<file path="src/rtl/key_led_pkg.sv">
// Shared mode codes for the key-driven LED sequencer.
// Codes 5..7 are never produced and decode as IDLE.
package key_led_pkg;

    localparam int MODE_W = 3;

    localparam logic [MODE_W-1:0] MODE_IDLE  = 3'd0;
    localparam logic [MODE_W-1:0] MODE_UP    = 3'd1;
    localparam logic [MODE_W-1:0] MODE_DOWN  = 3'd2;
    localparam logic [MODE_W-1:0] MODE_BLINK = 3'd3;
    localparam logic [MODE_W-1:0] MODE_ON    = 3'd4;

    // Key k selects mode k+1.
    function automatic logic [MODE_W-1:0] key_to_mode(input int idx);
        return MODE_W'(idx + 1);
    endfunction

endpackage

</file>
<file path="src/rtl/key_debounce.sv">
// One push-button: 2-FF synchroniser, stability debouncer and a one-cycle
// pulse on each debounced press (1 -> 0). Release produces no pulse.
module key_debounce #(
    parameter int DEBOUNCE_CYCLES = 1_000_000
) (
    input  logic clk,
    input  logic rst_n,
    input  logic key_raw,
    output logic key_db,
    output logic press
);

    localparam int CNT_W = $clog2(DEBOUNCE_CYCLES + 1);
    localparam logic [CNT_W-1:0] CNT_LAST = CNT_W'(DEBOUNCE_CYCLES - 1);

    logic             sync_1;
    logic             sync_2;
    logic             db_prev;
    logic [CNT_W-1:0] cnt;

    // NOTE: every register here, synchroniser included, resets to the idle
    // (released) level so nothing looks like a press out of reset, and all
    // state is updated with <= so the flops see each other's old values.
    always_ff @(posedge clk or negedge rst_n) begin
        if (!rst_n) begin
            sync_1  <= 1'b1;
            sync_2  <= 1'b1;
            key_db  <= 1'b1;
            db_prev <= 1'b1;
            press   <= 1'b0;
            cnt     <= '0;
        end else begin
            sync_1  <= key_raw;
            sync_2  <= sync_1;
            db_prev <= key_db;
            press   <= db_prev & ~key_db;

            // Any cycle agreeing with the accepted level restarts the count.
            if (sync_2 == key_db) begin
                cnt <= '0;
            end else if (cnt == CNT_LAST) begin
                key_db <= sync_2;
                cnt    <= '0;
            end else begin
                cnt <= cnt + CNT_W'(1);
            end
        end
    end

endmodule

</file>
<file path="src/rtl/key_led_seq.sv">
// Four debounced keys select a display mode; a step timer walks or blinks
// a pattern across N_LED outputs. Each mode change restarts the pattern.
module key_led_seq
    import key_led_pkg::*;
#(
    parameter int N_LED           = 4,
    parameter int STEP_CYCLES     = 10_000_000,
    parameter int DEBOUNCE_CYCLES = 1_000_000
) (
    input  logic              clk,
    input  logic              rst_n,
    input  logic [3:0]        key,
    output logic [N_LED-1:0]  led,
    output logic [MODE_W-1:0] mode
);

    localparam int STEP_W = $clog2(STEP_CYCLES);
    localparam int POS_W  = $clog2(N_LED);

    localparam logic [STEP_W-1:0] STEP_LAST = STEP_W'(STEP_CYCLES - 1);
    localparam logic [POS_W-1:0]  POS_LAST  = POS_W'(N_LED - 1);
    localparam logic [N_LED-1:0]  LED_ONE   = N_LED'(1);

    logic [3:0]        press;
    logic [3:0]        key_db_unused;
    logic              hit;
    logic [MODE_W-1:0] target;
    logic [STEP_W-1:0] step_cnt;
    logic [POS_W-1:0]  pos;
    logic              phase;
    logic [N_LED-1:0]  led_next;

    for (genvar i = 0; i < 4; i++) begin : g_key
        key_debounce #(
            .DEBOUNCE_CYCLES(DEBOUNCE_CYCLES)
        ) u_debounce (
            .clk    (clk),
            .rst_n  (rst_n),
            .key_raw(key[i]),
            .key_db (key_db_unused[i]),
            .press  (press[i])
        );
    end

    // NOTE: hit and target get defaults before the loop so no path leaves
    // them unassigned; without that the tool would infer latches.
    always_comb begin
        hit    = 1'b0;
        target = MODE_IDLE;
        // Descending scan so the lowest pulsing key is the last one written.
        for (int i = 3; i >= 0; i--) begin
            if (press[i]) begin
                hit    = 1'b1;
                target = key_to_mode(i);
            end
        end
    end

    always_comb begin
        led_next = '0;
        case (mode)
            MODE_UP:    led_next = LED_ONE << pos;
            MODE_DOWN:  led_next = LED_ONE << (POS_LAST - pos);
            MODE_BLINK: led_next = phase ? '0 : '1;
            MODE_ON:    led_next = '1;
            default:    led_next = '0;
        endcase
    end

    always_ff @(posedge clk or negedge rst_n) begin
        if (!rst_n) begin
            mode     <= MODE_IDLE;
            step_cnt <= '0;
            pos      <= '0;
            phase    <= 1'b0;
            led      <= '0;
        end else begin
            led <= led_next;
            if (hit) begin
                // Pressing the key of the active mode toggles back to IDLE.
                mode     <= (target == mode) ? MODE_IDLE : target;
                step_cnt <= '0;
                pos      <= '0;
                phase    <= 1'b0;
            end else if (step_cnt == STEP_LAST) begin
                step_cnt <= '0;
                pos      <= (pos == POS_LAST) ? '0 : pos + POS_W'(1);
                phase    <= ~phase;
            end else begin
                step_cnt <= step_cnt + STEP_W'(1);
            end
        end
    end

endmodule

</file>
<file path="config.mk">
export PLATFORM = sky130hd
export DESIGN_NAME = key_led_seq
export DESIGN_NICKNAME = d
export VERILOG_FILES = /design/src/rtl/key_led_pkg.sv /design/src/rtl/key_debounce.sv /design/src/rtl/key_led_seq.sv
export SDC_FILE = /design/constraint.sdc
export NUM_CORES = 1
export LEC_CHECK = 0
export BUFFER_PORTS_ARGS = -buffer_cell sky130_fd_sc_hd__buf_2
export CELL_PAD_IN_SITES_DETAIL_PLACEMENT = 0
export CELL_PAD_IN_SITES_GLOBAL_PLACEMENT = 1
export CORE_ASPECT_RATIO = 0.6
export CORE_MARGIN = 10
export CORE_UTILIZATION = 45
export DETAILED_ROUTE_END_ITERATION = 10
export GPL_TIMING_DRIVEN = 1
export PLACE_DENSITY = 0.73
export SLEW_MARGIN = 0
export SYNTH_ARGS = -nofsm -noshare
export SYNTH_HDL_FRONTEND = slang
export SYNTH_SLANG_ARGS = --single-unit
export TNS_END_PERCENT = 10
</file>
<file path="constraint.sdc">
create_clock -name clk -period 2.4 [get_ports clk]
set_clock_uncertainty 0.15 [all_clocks]
set_input_delay 0.12 -clock clk [delete_from_list [all_inputs] [get_ports clk]]
set_output_delay 0.12 -clock clk [all_outputs]
set_load 0.02 [all_outputs]
</file>
==> summary.md <==
| Metric | Value |
|---|---|
| Share of the synthesized area in the top cell type | 46.0% |
| Total GRT Usage | 13.9% |
| Die area | 19600 sq um |
| Crit path DAT | 2.48 ns |
| R2R setup slack | 0.10 ns |
| Clk Latency, worst-skew pair | 0.42 ns |
| Vias post-DR | 4778 |
| Die width | 174 um |
| Starting Density | 46.4% |
| Initial antenna violation count | 0 |
| Slew at the pin with the worst max-slew slack | 0.627 ns |
| Top_reg_cell synth | dfrtp_1 |
| Syn-to-layout area delta | 16.5% |
| Leak | 3.06 nW |
| Reg-to-Reg End | g_key[2].u_debounce.cnt[18] |
| Worst Setup Slack, final | 0.103 ns |
| Switching pwr | 1.08 mW |
| Share of cells above drive strength 1 | 12.0% |
| Combinational power share | 2.6% |
| Post-DP HPWL | 8590 um |
| CTS buffer count | 17 |
| Routed Antenna Nets | 0 |
| Postcts setup bufs | 0 |
| Grt ovf | 0 |
| RSZ-0062 raised after global routing | no |
| Final Critical Period | 2.30 ns |
| Hold Vio Cnt, Final | 0 |
| Port bufs | 12 |
| Synth area leader | dfrtp_1 |
| Clock power share | 53.1% |
| Max-cap viol count | 0 |
| Number of flops mapped to enable cells by yosys | 0 |
| Worst setup path class | flop to flop |
| Crit. End Element | flop |
| Num rows | 33 |
| Post-Synthesis Mean Instance Area | 9.99 sq um |
| Top cells by area, synth | dfrtp_1 (46%), dfstp_2 (6.5%), xor2_1 (4.5%), nor2_1 (4.1%), xnor2_1 (3.5%) |
| Yosys cell types | 45 |
| WL final | 12700 um |
| CP Max Fanout | 7 |
| Seq pwr share | 44.3% |
| Peak supply drop | 0.000420 V |
| CTS clock-pin slew for the worst setup and hold paths | 0.06 ns |
| Die Ht | 113 um |
| First drt pass iteration count | 4 |
| Switching power share of the total | 20.7% |
| Most frequent cells after synthesis | dfrtp_1 (118), nor2_1 (70), nand2_1 (45) |
| Top-count cell post-synth | dfrtp_1 |
| First-pass GRT wire length | 23000 um |
| Clk sinks | 134 |
| Max Slew Vio Count | 0 |
| Setup TNS | 0 ns |
| Core Box Area | 13800 sq um |
| Status | completed |
| Drt via density | 5.44 |
| Hold crit path type | input pin to asynchronous set/reset pin |
| Synth Register Bits | 134 |
| Setup Viol. Count Final | 0 |
| Cell Area, Synth | 6420 sq um |
| Placer Congestion | 0.808 |
| Fmax | 0.435 GHz |
| Power per cell area | 696 nW/um^2 |
| R2R Path Start | g_key[2].u_debounce.cnt[0] |
| # H-tree levels | 4 |
| Vias in the first global route | 4768 |
| Wire per inst | 14.4 um |
| Tcrit/Tclk final | 95.7% |
| Clock Root Buffer | clkbuf_16 |
| Clock Tree Buf Depth | 2 |
| Largest net degree at the start of global routing | 68 |
| Sequential fraction of the synthesis area | 52.5% |
| CTS tree | built |
| Ant. Diodes | 0 |
| Pwr Total | 5.21 mW |
| Dpl ws | 0.134 ns |
| Nets | 685 |
| Syn nets | 655 |
| # DRC | 0 |
| Post-synth ARST share | 100% |
| Ports | 13 |
| Int Pwr | 4.13 mW |
| Iteration-0 DRC count of the detailed router | 419 |
| Synth warnings | 0 |
| Worst Path Required | 2.58 ns |
| Slew margin rel. | 58.2% |
| Syn Inst Count | 643 |
| Reg2reg path depth | 5 |
| Startpoint Class | flop |
| # fillers | 1221 |
==> worst max path at each step <==
| stage | startpoint | endpoint | slack [ns] | depth (start not counted) |
|---|---|---|---|---|
| finish | g_key[2].u_debounce.cnt[0] | g_key[2].u_debounce.cnt[18] | 0.10 | 5 |
| detailed placement | g_key[2].u_debounce.cnt[0] | g_key[2].u_debounce.cnt[18] | 0.13 | 5 |
| CTS | g_key[2].u_debounce.cnt[0] | g_key[2].u_debounce.cnt[18] | 0.11 | 5 |
| global route | g_key[2].u_debounce.cnt[0] | g_key[2].u_debounce.cnt[18] | 0.01 | 5 |
| global placement | g_key[2].u_debounce.cnt[0] | g_key[2].u_debounce.cnt[18] | 0.19 | 5 |
| floorplan | g_key[0].u_debounce.cnt[15] | g_key[0].u_debounce.cnt[9] | 0.23 | 5 |
==> routing by layer <==
metal,wire length [um],track usage (%),vias to the layer above
met5,0,0,-
met4,108,3.69,0
met3,371,3.78,9
met2,5190,19.7,51
met1,6980,20.2,2318
li1,-,-,2400
==> worst max-delay path: stages, from the launching register on <==
cell     delay (ns)
dfrtp_1        0.41
ha_1           0.26
nand2_1        0.12
or4_1          0.64
or4_1          0.50
a21oi_1        0.15
==> kinds of logic (layout without fill, tap and decap cells) <==
kind of cell               Yosys count  after routing  synth area share, %
AOI/OAI and AO/OA                  104            104                 9.89
xor gates and xnor gates            59             59                 8.04
adders and majority gates            6              6                 1.17
buffers and inverters               37             80                 2.26
DFF                                134            134                 52.5
muxes                                7              7                 1.17
and+or+nand+nor                    296            296                 25.0
==> what timing repair did <==
action,in CTS,in global routing
hold endpoints to repair,69,0
endpoints found under the setup margin,0,0
resized for setup,0,0
hold buffers,5,0
==> power by group through the flow <==
stage               logic (mW)  clock network (mW)  registers [mW]
global route             0.157                2.95            2.31
detailed placement       0.134                   0            2.35
CTS                      0.141                2.84            2.31
global placement         0.132                   0            2.35
finish                   0.135                2.77            2.31
floorplan               0.0537                   0            2.34
==> stage by stage <==
step | instances | hold slack (ns) | utilization [%] | area [sq um]
2_1_floorplan | 643 | -0.326 | - | 6420
3_3_place_gp | 841 | 0.0204 | 49.1 | 6800
3_5_place_dp | 841 | 0.0232 | 49.1 | 6800
4_1_cts | 878 | 0.153 | 54.1 | 7480
5_1_grt | 878 | 0.190 | 54.1 | 7480
6_report | 878 | 0.134 | 54.1 | 7480
==> cell type report <==
type                       instances  area, sq um  area share, %
clock buffer                      21          460           6.15
clock inverter                    11          174           2.32
inverter                          19         71.3          0.953
multi-input combinational        472         2920           39.0
sequential                       134         3370           45.1
tap                              192          240           3.21
timing repair buffer              29          244           3.26
==> flip-flops by register name, indices dropped and copies added, names as in the netlist <==
register and count:
g_key.u_debounce.cnt 80, g_key.u_debounce.db_prev 4, g_key.u_debounce.key_db 4, g_key.u_debounce.press 4, g_key.u_debounce.sync_1 4, g_key.u_debounce.sync_2 4
led 4, mode 3, phase 1, pos 2, step_cnt 24
==> layout by cell type, fill, tap and decap left out, types with 17 or more instances in the layout <==
| cell type | synthesis | layout |
|---|---|---|
| a21oi_1 | 40 | 40 |
| clkbuf_16 | 0 | 17 |
| dfrtp_1 | 118 | 118 |
| inv_1 | 19 | 19 |
| nand2_1 | 45 | 45 |
| nand3_1 | 36 | 36 |
| nand4_1 | 28 | 28 |
| nor2_1 | 70 | 70 |
| o21ai_0 | 34 | 34 |
| or3_1 | 26 | 26 |
| or4_1 | 18 | 18 |
| xnor2_1 | 26 | 26 |
| xor2_1 | 33 | 33 |
No activity file was read; power rests on OpenSTA's default activity.
